$ cat src/rtl/dds_sweep_ctrl.sv
`default_nettype none
// ============================================================================
//  Module      : dds_sweep_ctrl
//  Description : Sequencer for a DDS slave core. It accepts one sweep job
//                through a valid/ready handshake. It applies the base tuning
//                word either at once or on the next phase-accumulator wrap.
//                It can pulse the core reset on apply. It then ramps
//                freq_add by a signed, saturating step every (dwell+1)
//                clocks for nsteps steps and pulses done when the job ends.
//  Ports       : clk, reset_n (async active-low)
//                cfg_valid/cfg_ready       config handshake (ready in IDLE)
//                cfg_freq/step/nsteps/dwell/sync/rst  job description
//                abort                     cancel the job, back to IDLE
//                phase                     DDS phase accumulator
//                freq, freq_add            tuning outputs to the DDS core
//                core_reset                one-cycle reset pulse to the core
//                busy, done                status (done is a one-cycle pulse)
//  Revision    : 1.0  initial release
// ============================================================================
module dds_sweep_ctrl #(
    parameter int CNT_W = 16
) (
    input  logic             clk,
    input  logic             reset_n,
    input  logic             cfg_valid,
    output logic             cfg_ready,
    input  logic [31:0]      cfg_freq,
    input  logic [31:0]      cfg_step,
    input  logic [CNT_W-1:0] cfg_nsteps,
    input  logic [CNT_W-1:0] cfg_dwell,
    input  logic             cfg_sync,
    input  logic             cfg_rst,
    input  logic             abort,
    input  logic [31:0]      phase,
    output logic [31:0]      freq,
    output logic [31:0]      freq_add,
    output logic             core_reset,
    output logic             busy,
    output logic             done
);

    localparam logic [1:0] c_S_IDLE  = 2'd0;
    localparam logic [1:0] c_S_ARMED = 2'd1;
    localparam logic [1:0] c_S_RAMP  = 2'd2;
    localparam logic [1:0] c_S_DONE  = 2'd3;

    localparam logic [CNT_W-1:0] c_CNT_ZERO = '0;
    localparam logic [CNT_W-1:0] c_CNT_ONE  = {{(CNT_W-1){1'b0}}, 1'b1};

    logic [1:0]       r_state;
    logic [1:0]       w_next_state;

    // Shadow copy of the accepted job
    logic [31:0]      r_sh_freq;
    logic [31:0]      r_sh_step;
    logic [CNT_W-1:0] r_sh_nsteps;
    logic [CNT_W-1:0] r_sh_dwell;
    logic             r_sh_sync;
    logic             r_sh_rst;

    logic [31:0]      r_phase_d;
    logic [31:0]      r_freq;
    logic [31:0]      r_freq_add;
    logic             r_core_reset;
    logic             r_done;
    logic [CNT_W-1:0] r_steps_left;
    logic [CNT_W-1:0] r_dwell_cnt;

    logic             w_accept;
    logic             w_wrap;
    logic             w_apply;
    logic [32:0]      w_sum;
    logic [31:0]      w_sat;

    // A falling MSB on the accumulator marks the wrap through zero.
    assign w_wrap   = r_phase_d[31] & ~phase[31];
    assign w_accept = cfg_valid & (r_state == c_S_IDLE) & ~abort;
    assign w_apply  = (r_state == c_S_ARMED) & (~r_sh_sync | w_wrap) & ~abort;

    // Adding two sign-extended operands gives a 33-bit sum. Overflow shows
    // when its top two bits differ, and bit 32 then holds the true sign.
    assign w_sum = {r_freq_add[31], r_freq_add} + {r_sh_step[31], r_sh_step};
    assign w_sat = (w_sum[32] != w_sum[31])
                 ? (w_sum[32] ? 32'h8000_0000 : 32'h7FFF_FFFF)
                 : w_sum[31:0];

    // ------------------------------------------------------------------
    // State register
    // ------------------------------------------------------------------
    always_ff @(posedge clk or negedge reset_n) begin
        if (!reset_n) begin
            r_state <= c_S_IDLE;
        end else begin
            r_state <= w_next_state;
        end
    end

    // ------------------------------------------------------------------
    // Next-state logic; abort overrides every transition
    // ------------------------------------------------------------------
    always_comb begin
        w_next_state = r_state;
        if (abort) begin
            w_next_state = c_S_IDLE;
        end else begin
            case (r_state)
                c_S_IDLE: begin
                    if (cfg_valid) w_next_state = c_S_ARMED;
                end
                c_S_ARMED: begin
                    if (~r_sh_sync | w_wrap)
                        w_next_state = (r_sh_nsteps == c_CNT_ZERO) ? c_S_DONE : c_S_RAMP;
                end
                c_S_RAMP: begin
                    // "<= 1" guarantees the ramp always exits, even from 0
                    if ((r_dwell_cnt == c_CNT_ZERO) && (r_steps_left <= c_CNT_ONE))
                        w_next_state = c_S_DONE;
                end
                c_S_DONE:  w_next_state = c_S_IDLE;
                default:   w_next_state = c_S_IDLE;
            endcase
        end
    end

    // ------------------------------------------------------------------
    // State-decoded outputs
    // ------------------------------------------------------------------
    always_comb begin
        cfg_ready = (r_state == c_S_IDLE);
        busy      = (r_state != c_S_IDLE);
    end

    assign freq       = r_freq;
    assign freq_add   = r_freq_add;
    assign core_reset = r_core_reset;
    assign done       = r_done;

    // ------------------------------------------------------------------
    // Datapath: shadow regs, tuning words, counters, pulses
    // ------------------------------------------------------------------
    always_ff @(posedge clk or negedge reset_n) begin
        if (!reset_n) begin
            r_sh_freq    <= '0;
            r_sh_step    <= '0;
            r_sh_nsteps  <= '0;
            r_sh_dwell   <= '0;
            r_sh_sync    <= 1'b0;
            r_sh_rst     <= 1'b0;
            r_phase_d    <= '0;
            r_freq       <= '0;
            r_freq_add   <= '0;
            r_core_reset <= 1'b0;
            r_done       <= 1'b0;
            r_steps_left <= '0;
            r_dwell_cnt  <= '0;
        end else begin
            r_phase_d    <= phase;
            r_core_reset <= 1'b0;
            // done follows the DONE state by one clock, so an abort in
            // DONE can still suppress it
            r_done       <= (r_state == c_S_DONE) & ~abort;

            if (w_accept) begin
                r_sh_freq   <= cfg_freq;
                r_sh_step   <= cfg_step;
                r_sh_nsteps <= cfg_nsteps;
                r_sh_dwell  <= cfg_dwell;
                r_sh_sync   <= cfg_sync;
                r_sh_rst    <= cfg_rst;
            end

            if (abort) begin
                r_freq_add <= '0;
            end else if (w_apply) begin
                r_freq       <= r_sh_freq;
                r_freq_add   <= '0;
                r_core_reset <= r_sh_rst;
                r_steps_left <= r_sh_nsteps;
                r_dwell_cnt  <= r_sh_dwell;
            end else if (r_state == c_S_RAMP) begin
                if (r_dwell_cnt == c_CNT_ZERO) begin
                    r_freq_add   <= w_sat;
                    r_steps_left <= r_steps_left - c_CNT_ONE;
                    r_dwell_cnt  <= r_sh_dwell;
                end else begin
                    r_dwell_cnt  <= r_dwell_cnt - c_CNT_ONE;
                end
            end
        end
    end

endmodule
`default_nettype wire

$ cat config.mk
export PLATFORM = sky130hd
export DESIGN_NAME = dds_sweep_ctrl
export DESIGN_NICKNAME = d
export VERILOG_FILES = /design/src/rtl/dds_sweep_ctrl.sv
export SDC_FILE = /design/constraint.sdc
export NUM_CORES = 1
export LEC_CHECK = 0
export ABC_CLOCK_PERIOD_IN_PS = 4300
export CAP_MARGIN = 10
export CORE_MARGIN = 5
export CORE_UTILIZATION = 50
export CTS_BUF_LIST = sky130_fd_sc_hd__clkbuf_4 sky130_fd_sc_hd__clkbuf_8 sky130_fd_sc_hd__clkbuf_16
export DETAILED_ROUTE_END_ITERATION = 7
export PLACE_DENSITY = 0.78
export SLEW_MARGIN = 15
export SYNTH_ARGS = -nofsm -noshare
export SYNTH_HDL_FRONTEND = slang
export SYNTH_SLANG_ARGS = --single-unit
$ cat constraint.sdc
create_clock -name clk -period 4.3 [get_ports clk]
set_input_delay 1.075 -clock clk [delete_from_list [all_inputs] [get_ports clk]]
set_output_delay 1.075 -clock clk [all_outputs]
set_load 0.005 [all_outputs]
==> impl_results.md, run 1 <==
* Status: finished clean
* Post-CTS setup buffer count at 0
* Number of enable flip-flop cells after synthesis at 0
* Slew @ Worst Pin at 0.876 ns
* Worst EP arrival at 4.15 ns
* Crit-path max FO at 24
* Period minus WS final at 3.78 ns
* Top cell family by delay on the critical path: compound AO/OA/AOI/OAI gates
* Peak Freq at 0.265 GHz
* Avg Cell Area, Syn at 10.0 sq um
* FP Rows at 51
* M1 GR Usage at 26.8%
* Critical path, cell by cell: ha_1, fa_1, a211oi_1, o311a_1, o31a_1, o41a_1, o211a_1, o31a_1, o221ai_1, xor2_2, buf_4, nor2_1, o21ai_1
* Buffers & Inverters on Critical Path at 1
* First-pass GRT wire length at 38400 microns
* Setup ws final at 0.521 ns
* Synthesized cell area at 9960 sq um
* Synth top area cells: dfrtp_1 50%, mux2_2 11%, nand2_1 6.0%, ha_1 5.1%, a21oi_1 3.3%
* Synth cell types at 61
* CP Capture Type: flip-flop
* Yosys warns at 0
* Dpl cells at 1393
* Via Count at 7843
* Synth-to-layout area growth at 26.5%
* Slew headroom at 41.4%
* Drt pass-1 iters at 5
* Largest net degree at the start of global routing at 72
* Commonest cells after routing, fill and taps aside: 199 x dfrtp_1, 169 x clkdlybuf4s50_1, 160 x nand2_1
* Ant diodes at 0
* Setup Viol. Count Final at 0
* TritonCTS clock tree: done
* Cts hold-fix bufs at 0
* Die height at 151 microns
* Pwr dens at 595 nW/um^2
* Synth async-reset ratio at 100%
* DRT iter0 DRCs at 424
* CP most frequent cell: o31a_1
* Power, Total at 7500 uW
* Fin cells at 1425
* Slew Limit Fails at 0
* CTS sink count at 199
* Most used DFF post-synth: dfrtp_1
* CTS max path bufs at 2
* GRT busiest layer: met2
* Seq cells post-synth at 199
* Startpoint types: flip-flop
* Die X at 151 microns
* Cell taking the most area after synthesis: dfrtp_1
* Setup CP Type: reg2reg
* # nets final at 1323
* Layout cell share with drive strength beyond 1 at 13.1%
* H-tree lvl count at 4
* Final hold vios at 0
* Met2 Resource Use GR at 34.8%
* Commonest non-fill, non-tap cell in the layout: dfrtp_1
* Boundary Pins at 202
* Worst-path clk slew at 0.09 ns
* Met3 GRT Util at 5.83%
* Hpwl dp at 16100 microns
* Post-synth top area share at 50.0%
* Vias in the first global route at 7931
* Setup Skew at 0.0152 ns
* Worst-path cell with the longest stage delay: o41a_1
* Post-Synthesis Cells at 995
* Clock latency on the worst-skew pair at 0.45 ns
* Gr ovfl total at 0
* Wirelength, routed at 23200 microns
* Post-synthesis sequential area ratio at 50.0%
* Setup TNS at 0 ns
* Placeable Area at 19500 sq um
* Placer Congestion at 0.913
* DRC violations left at 0
* Max VDD drop at 0.330 mV
* Vias per cell at 5.50
* Post-route ant nets at 0
* RSZ-0062 raised after global routing: false
* Pleak at 0.00556 uW
* Root Driver: clkbuf_16
* Num CTS Buffers at 17
* DR WL/cell at 16.3 microns
* Max stage delay on crit path at 0.50 ns
* Worst hold path type: reg2reg
* Max cap viols at 0
* Setup WS pre-CTS at 0.561 ns
* Overall routing resource usage at 21.0%
* Syn_nets at 1171
* Input/output buffers at 170
* CTS-repair resized insts at 0
* Die area at 22800 sq um
* Critical Path RT at 4.67 ns
* Initial antenna violation count at 1
* Final clock period utilization by the worst path at 87.9%
* Initial Util at 51.0%
==> power by group <==
part           internal [uW]  switching [uW]  leakage [uW]
Sequential              2600             494       0.00248
Combinational           1340            1300       0.00276
Clock                    891             879      0.000324
==> worst paths after layout <==
path | cells past startpoint | from | slack (ns) | end
worst max-delay path | 13 | freq_add[0] | 0.52 | freq_add[10]
worst min-delay path | 2 | r_sh_freq[14] | 0.46 | freq[14]
worst max register to register | 13 | freq_add[0] | 0.52 | freq_add[10]
worst min register to register | 2 | r_sh_freq[14] | 0.46 | freq[14]
max in group asynchronous | 2 | reset_n | 2.80 | freq_add[28]
min in group asynchronous | 1 | reset_n | 0.62 | r_sh_step[15]
==> per-layer routing <==
metal	wire length [microns]	share of wire [%]
met1	10100	44
met2	11200	48
met3	1410	6.1
met4	454	2.0
met5	20	0.086
==> cells by family (layout without fill, tap and decap cells) <==
group | Yosys count | after routing | share of synthesized area (%)
simple gates | 326 | 326 | 14.2
compound gates | 231 | 231 | 13.8
flops | 199 | 199 | 50.0
mux | 101 | 101 | 11.4
buf+inv | 67 | 232 | 2.68
fa+ha+maj | 42 | 42 | 5.35
xor+xnor | 29 | 29 | 2.55
==> registers in the layout, summed over array words and instances, names as in the netlist <==
register	count
core_reset	1
done	1
freq	32
freq_add	32
r_dwell_cnt	16
r_phase_d	1
r_sh_dwell	16
r_sh_freq	32
r_sh_nsteps	16
r_sh_rst	1
r_sh_step	32
r_sh_sync	1
r_state	2
r_steps_left	16
==> cells in the mapped netlist (3+ instances only) <==
cell type / count
dfrtp_1: 199
xnor2_1: 17
o21ai_0: 47
nor3_1: 22
a31oi_1: 3
nand3_1: 13
o21a_1: 8
inv_1: 16
or3_1: 6
a21o_1: 13
mux2_2: 98
mux2i_1: 3
o211ai_1: 4
a211oi_1: 4
nand2b_1: 6
a21oi_1: 66
nand2_1: 160
or2_2: 3
ha_1: 41
nor3b_1: 3
buf_2: 3
a221oi_1: 3
nor4_1: 11
and3_1: 3
nand4_1: 8
nor2b_1: 7
a22oi_1: 3
buf_1: 6
a32oi_1: 3
o22ai_1: 4
buf_4: 3
nor2_1: 76
xor2_1: 12
o21ai_1: 46
clkbuf_1: 39
==> through the flow <==
stage	hold WS (ns)	util (%)	cell area, sq um
6_report	0.464	64.5	12600
2_1_floorplan	0.433	-	9960
3_3_place_gp	0.440	61.1	11900
3_5_place_dp	0.449	61.1	11900
4_1_cts	0.470	64.5	12600
5_1_grt	0.494	64.5	12600
==> layout make-up <==
class	instances	area [sq um]
flip-flops and latches	199	4980
clock inverters	15	248
well taps	265	332
repair buffers	184	1820
multi-input cells	729	4730
clock buffers	17	425
inverters	16	60.1
fillers	1636	6920
==> worst reg2reg max path, stage by stage, from the launching register on <==
cell and delay [ns]:
dfrtp_1 0.38, ha_1 0.23, fa_1 0.26, a211oi_1 0.11, o311a_1 0.34, o31a_1 0.36, o41a_1 0.50, o211a_1 0.17
o31a_1 0.35, o221ai_1 0.28, xor2_2 0.17, buf_4 0.31, nor2_1 0.11, o21ai_1 0.13
(Power assumes the default switching activity.)
==> run 2, diff against run 1 <==
--- a/config.mk
+++ b/config.mk
@@ -12,6 +12,7 @@
 export CTS_BUF_LIST = sky130_fd_sc_hd__clkbuf_4 sky130_fd_sc_hd__clkbuf_8 sky130_fd_sc_hd__clkbuf_16
 export DETAILED_ROUTE_END_ITERATION = 7
 export PLACE_DENSITY = 0.78
+export SETUP_SLACK_MARGIN = 0.5
 export SLEW_MARGIN = 15
 export SYNTH_ARGS = -nofsm -noshare
 export SYNTH_HDL_FRONTEND = slang
==> constraint.sdc (replaced) <==
create_clock -name clk -period 4.3 [get_ports clk]
set_input_delay 0.86 -clock clk [delete_from_list [all_inputs] [get_ports clk]]
set_output_delay 0.86 -clock clk [all_outputs]
set_load 0.005 [all_outputs]
==> run 2 against run 1 <==
Against the previous run:
- sequential cell count did not move
- die area did not move
- global-route usage barely moved
- maximum frequency rose by 3.4%
- clock power fell by 6%
- combinational power barely moved
- design area rose by 0.28%
- sequential power barely moved
- sequential share of layout area fell by 0.11 points
- via count rose by 0.51%
- first-iteration DRC count rose by 26%
- critical path type unchanged
- largest cell class unchanged
- largest power group unchanged
==> impl_results.md, run 2 (same netlist as run 1, synthesis figures left out) <==
* Status: finished clean
* Commonest non-fill, non-tap cell in the layout: dfrtp_1
* Peak Freq at 0.274 GHz (+3.4%)
* Vias per cell at 5.52 (+0.30%)
* M1 GR Usage at 27.5% (+0.77 points)
* CP Capture Type: flip-flop
* Slew Limit Fails at 0 (unchanged)
* Slew headroom at 36.0% (-5.4 points)
* CTS sink count at 199 (unchanged)
* Largest net degree at the start of global routing at 84 (+17%)
* Max cap viols at 0 (unchanged)
* Gr ovfl total at 0 (unchanged)
* Psw at 2660 uW (-0.36%)
* Crit-path max FO at 7 (-71%)
* # nets final at 1326 (+0.23%)
* Input/output buffers at 170 (unchanged)
* Setup ws final at 0.647 ns (+0.126 ns)
* Setup WS pre-CTS at 0.579 ns (+0.0176 ns)
* Wirelength, routed at 23500 microns (+1.4%)
* Commonest cells after routing, fill and taps aside: 199 x dfrtp_1, 169 x clkdlybuf4s50_1, 160 x nand2_1
* Overall routing resource usage at 21.0% (+0.042 points)
* Worst-path clk slew at 0.08 ns (about the same)
* Final hold vios at 0 (unchanged)
* Root Driver: clkbuf_16
* Pwr dens at 588 nW/um^2 (-1.3%)
* Sequential fraction of design power at 41.9% (+0.6 points)
* Gate power share at 35.8% (+0.7 points)
* Max VDD drop at 0.308 mV (-6.6%)
* TritonCTS clock tree: done
* Worst EP arrival at 4.01 ns (-0.14 ns)
* Boundary Pins at 202 (unchanged)
* DRT iter0 DRCs at 535 (+26%)
* GRT busiest layer: met2
* Setup CP Type: reg2reg
* Setup TNS at 0 ns (unchanged)
* Via Count at 7883 (+0.51%)
* Synth-to-layout area growth at 26.9%
* P_int at 4770 uW (-1.4%)
* DRC violations left at 0 (unchanged)
* Die height at 151 microns (unchanged)
* Hpwl dp at 16100 microns (about the same)
* Vias in the first global route at 7963 (+0.40%)
* Initial Util at 51.0% (unchanged)
* Critical Path RT at 4.66 ns (about the same)
* Placeable Area at 19500 sq um (unchanged)
* Pleak at 0.00556 uW (-0.10%)
* Clock power share at 22.4% (-1.2 points)
* Met2 Resource Use GR at 34.4% (-0.40 points)
* Sw frac at 35.8% (+0.23 points)
* Post-route ant nets at 0 (unchanged)
* FP Rows at 51 (unchanged)
* Utilization after layout at 64.7% (+0.18 points)
* First-pass GRT wire length at 38800 microns (+0.99%)
* Met3 GRT Util at 5.86% (+0.030 points)
* Layout cell share with drive strength beyond 1 at 13.7% (+0.57 points)
* DR WL/cell at 16.5 microns (+1.2%)
* CTS max path bufs at 2 (unchanged)
* Die X at 151 microns (unchanged)
* Num CTS Buffers at 17 (unchanged)
* Worst hold path type: in2async
* Initial antenna violation count at 0 (-1)
* Dpl cell area at 11900 sq um (about the same)
* Setup Viol. Count Final at 0 (unchanged)
* Power, Total at 7430 uW (-1.0%)
* Cts hold-fix bufs at 0 (unchanged)
* Ant diodes at 0 (unchanged)
* Drt pass-1 iters at 5 (unchanged)
* Clock latency on the worst-skew pair at 0.44 ns (about the same)
* Slew @ Worst Pin at 0.957 ns (+0.0809 ns)
* Startpoint types: flip-flop
* Period minus WS final at 3.65 ns (-0.126 ns)
* Design area at 12600 sq um (+0.28%)
* Setup Skew at 0.0185 ns (+0.00329 ns)
* Final clock period utilization by the worst path at 84.9% (-2.9 points)
* Placer Congestion at 0.928 (+1.6%)
* H-tree lvl count at 4 (unchanged)
* RSZ-0062 raised after global routing: false
* Die area at 22800 sq um (unchanged)
==> run 2: metrics by stage <==
step | cells | hold WS [ns]
floorplan | 995 | 0.433
global placement | 1392 | 0.441
detailed placement | 1392 | 0.449
CTS | 1424 | 0.463
global route | 1428 | 0.489
finish | 1428 | 0.457
==> run 2: path summary, 6_finish.rpt <==
path                                     from             to  slack, ns  cells past startpoint
worst max register to register    freq_add[0]    freq_add[8]       0.65                     14
worst min-delay path                  reset_n  r_sh_step[14]       0.46                      1
worst min register to register  r_sh_freq[22]       freq[22]       0.46                      2
max in group asynchronous             reset_n  r_sh_step[30]       2.82                      2
min in group clk                r_sh_freq[22]       freq[22]       0.46                      2
worst max-delay path              freq_add[0]    freq_add[8]       0.65                     14
==> run 2: repair_timing <==
item	CTS	global route
buffers inserted	0	2
endpoints found under the setup margin	0	31
gates resized for setup	0	11
==> run 2: worst max-delay path, cell delays in order (launching register included) <==
cell and delay, ns:
dfrtp_1 0.42, ha_4 0.18, fa_2 0.23, a211oi_1 0.09, o311a_1 0.33, o31a_1 0.36, o41a_1 0.44, o211a_1 0.16
o31a_1 0.35, o2111a_1 0.26, mux2i_1 0.15, nand4b_1 0.11, buf_4 0.17, buf_2 0.18, o21ai_1 0.15
==> run 2: per-layer routing <==
layer	wire (microns)	up-vias
met2	11500	200
met4	402	0
met1	10200	3832
met5	0	-
li1	-	3815
met3	1480	36
==> run 2: layout make-up <==
cell class / instances / area, sq um
clock inverters: 15 / 205
fillers: 1576 / 6890
inverters: 16 / 60.1
flip-flops and latches: 199 / 4980
repair buffers: 187 / 1870
multi-input cells: 729 / 4770
clock buffers: 17 / 425
well taps: 265 / 332
==> run 2: power groups by stage <==
stage / sequential, uW / combinational (uW) / clock [uW]
6_report: 3110 / 2660 / 1660
4_1_cts: 3100 / 2660 / 1710
5_1_grt: 3200 / 3000 / 1780
2_1_floorplan: 2990 / 1850 / 0
3_5_place_dp: 3120 / 2640 / 0
3_3_place_gp: 3100 / 2550 / 0
==> run 3, diff against run 2 <==
--- a/config.mk
+++ b/config.mk
@@ -5,13 +5,13 @@
 export SDC_FILE = /design/constraint.sdc
 export NUM_CORES = 1
 export LEC_CHECK = 0
-export ABC_CLOCK_PERIOD_IN_PS = 4300
+export ABC_CLOCK_PERIOD_IN_PS = 3200
 export CAP_MARGIN = 10
 export CORE_MARGIN = 5
-export CORE_UTILIZATION = 50
+export CORE_UTILIZATION = 47
 export CTS_BUF_LIST = sky130_fd_sc_hd__clkbuf_4 sky130_fd_sc_hd__clkbuf_8 sky130_fd_sc_hd__clkbuf_16
 export DETAILED_ROUTE_END_ITERATION = 7
-export PLACE_DENSITY = 0.78
+export PLACE_DENSITY = 0.77
 export SETUP_SLACK_MARGIN = 0.5
 export SLEW_MARGIN = 15
 export SYNTH_ARGS = -nofsm -noshare
==> constraint.sdc (replaced) <==
create_clock -name clk -period 3.2 [get_ports clk]
set_input_delay 0.64 -clock clk [delete_from_list [all_inputs] [get_ports clk]]
set_output_delay 0.64 -clock clk [all_outputs]
set_load 0.005 [all_outputs]
==> run 3 against run 2 <==
Against the previous run:
- the flow now finishes with violations (setup timing)
- total power up 41%
- clock skew down 0.0030 ns
- sequential cell count unchanged
- largest power group unchanged
==> impl_results.md, run 3 (same netlist as run 1, synthesis figures left out) <==
* FP Rows at 53 (+3.9%)
* Slew headroom at 65.7% (+30 points)
* Post-route ant nets at 0 (unchanged)
* H-tree lvl count at 4 (unchanged)
* Root Driver: clkbuf_16
* Hpwl dp at 17100 microns (+6.0%)
* Commonest non-fill, non-tap cell in the layout: dfrtp_1
* Cts hold-fix bufs at 0 (unchanged)
* # nets final at 1383 (+4.3%)
* Worst hold path type: in2async
* Setup Skew at 0.0155 ns (-0.00296 ns)
* DRT iter0 DRCs at 488 (-8.8%)
* Input/output buffers at 170 (unchanged)
* Die height at 156 microns (+2.9%)
* Startpoint types: flip-flop
* Wirelength, routed at 25300 microns (+7.9%)
* Gr ovfl total at 0 (unchanged)
* Register-to-register setup slack at -0.18 ns (-0.83 ns)
* Setup WS pre-CTS at -0.113 ns (-0.692 ns)
* Hold WS at 0.167 ns (-0.290 ns)
* CP Capture Type: flip-flop
* Failing checks: setup timing
* Placeable Area at 21000 sq um (+7.3%)
* CTS sink count at 199 (unchanged)
* Via Count at 8188 (+3.9%)
* Worst-path clk slew at 0.08 ns (about the same)
* Initial antenna violation count at 1 (+1)
* Drt pass-1 iters at 5 (unchanged)
* Max VDD drop at 0.414 mV (+34%)
* Largest net degree at the start of global routing at 80 (-4.8%)
* Die X at 156 microns (+2.9%)
* Synth-to-layout area growth at 35.2%
* Vias per cell at 5.48 (-0.79%)
* Overall routing resource usage at 21.1% (+0.058 points)
* Final hold vios at 0 (unchanged)
* Pwr dens at 779 nW/um^2 (+33%)
* Pleak at 0.00593 uW (+6.8%)
* Setup CP Type: reg2reg
* RSZ-0062 raised after global routing: true
* Dpl cell area at 12400 sq um (+3.8%)
* Setup ws final at -0.183 ns (-0.830 ns)
* DR WL/cell at 17.0 microns (+3.0%)
* Layout cell share with drive strength beyond 1 at 20.0% (+6.3 points)
* DRC violations left at 0 (unchanged)
* Boundary Pins at 202 (unchanged)
* Clock latency on the worst-skew pair at 0.44 ns (about the same)
* Slew Limit Fails at 0 (unchanged)
* CTS max path bufs at 2 (unchanged)
* TritonCTS clock tree: done
* Final clock period utilization by the worst path at 106% (+21 points)
* Setup Viol. Count Final at 32 (+32)
* Vias in the first global route at 8327 (+4.6%)
* Worst EP arrival at 3.75 ns (-0.26 ns)
* Crit-path max FO at 13 (+6)
* First-pass GRT wire length at 41700 microns (+7.6%)
* Critical Path RT at 3.56 ns (-1.10 ns)
* Max cap viols at 0 (unchanged)
* Peak Freq at 0.296 GHz (+8.0%)
* Utilization after layout at 64.3% (-0.46 points)
* Period minus WS final at 3.38 ns (-0.270 ns)
* Power, Total at 10500 uW (+41%)
* Placer Congestion at 0.889 (-4.1%)
* Design area at 13500 sq um (+6.6%)
* Status: finished with violations
* Slew @ Worst Pin at 0.515 ns (-0.443 ns)
* Num CTS Buffers at 17 (unchanged)
* Commonest cells after routing, fill and taps aside: 199 x dfrtp_1, 169 x clkdlybuf4s50_1, 160 x nand2_1
* Ant diodes at 0 (unchanged)
* Initial Util at 47.5% (-3.5 points)
* Die area at 24200 sq um (+6.0%)
==> run 3: cell types whose count changed in the layout (fill, tap and decap cells not counted), sizes merged <==
cell | previous run | this run
inv | 25 | 26
clkbuf | 18 | 19
buf | 17 | 72
bufbuf | 0 | 1
clkinvlp | 1 | 0
==> run 3: path summary, 6_finish.rpt <==
check	cells after the start	startpoint	endpoint
worst max-delay path	14	freq_add[1]	freq_add[28]
worst min-delay path	1	reset_n	freq_add[10]
worst max register to register	14	freq_add[1]	freq_add[28]
worst min register to register	2	r_sh_freq[27]	freq[27]
max in group asynchronous	2	reset_n	r_sh_freq[1]
min in group clk	2	r_sh_freq[27]	freq[27]
==> run 3: routing by layer <==
layer  vias to the layer above  wire length, microns  track usage [%]
met4                         2                   489             6.09
li1                       3938                     -                -
met3                        34                  1420             4.63
met2                       223                 12700             36.3
met5                         -                    11                0
met1                      3991                 10800             26.8
==> run 3: cell type report <==
type	count	area (sq um)
clock buffer	17	425
clock inverter	15	243
fill	1684	7490
inverter	16	60.1
multi-input combinational	729	4980
sequential	199	4980
tap	275	344
timing repair buffer	244	2430
==> run 3: through the flow <==
stage | std cells | setup TNS [ns]
5_1_grt | 1495 | -8.06
3_3_place_gp | 1448 | -1.30
6_report | 1495 | -5.09
3_5_place_dp | 1448 | -2.61
4_1_cts | 1489 | -4.48
2_1_floorplan | 995 | 0
==> run 3: report_power, final <==
| group | switching [uW] | internal (uW) | leakage, uW | total (uW) |
|---|---|---|---|---|
| registers | 694 | 3500 | 0.00248 | 4190 |
| logic | 1880 | 2060 | 0.00313 | 3930 |
| clock network | 1230 | 1130 | 0.000324 | 2360 |
==> run 3: what timing repair did <==
item | 4_1_cts | 5_1_grt
cloned | 3 | 1
pin swaps | 1 | 3
buffers inserted | 6 | 5
resized for setup | 8 | 26
endpoints found under the setup margin | 32 | 34
==> run 3: critical path, stage by stage (launching register included) <==
cell       delay, ns
dfrtp_1         0.43
buf_4           0.16
fa_2            0.21
a211oi_2        0.07
o311a_1         0.33
o31a_1          0.28
o41a_1          0.37
o211a_1         0.17
o31a_1          0.27
buf_4           0.16
o221ai_4        0.14
xor2_2          0.22
bufbuf_16       0.32
nor2_1          0.05
o21ai_1         0.11
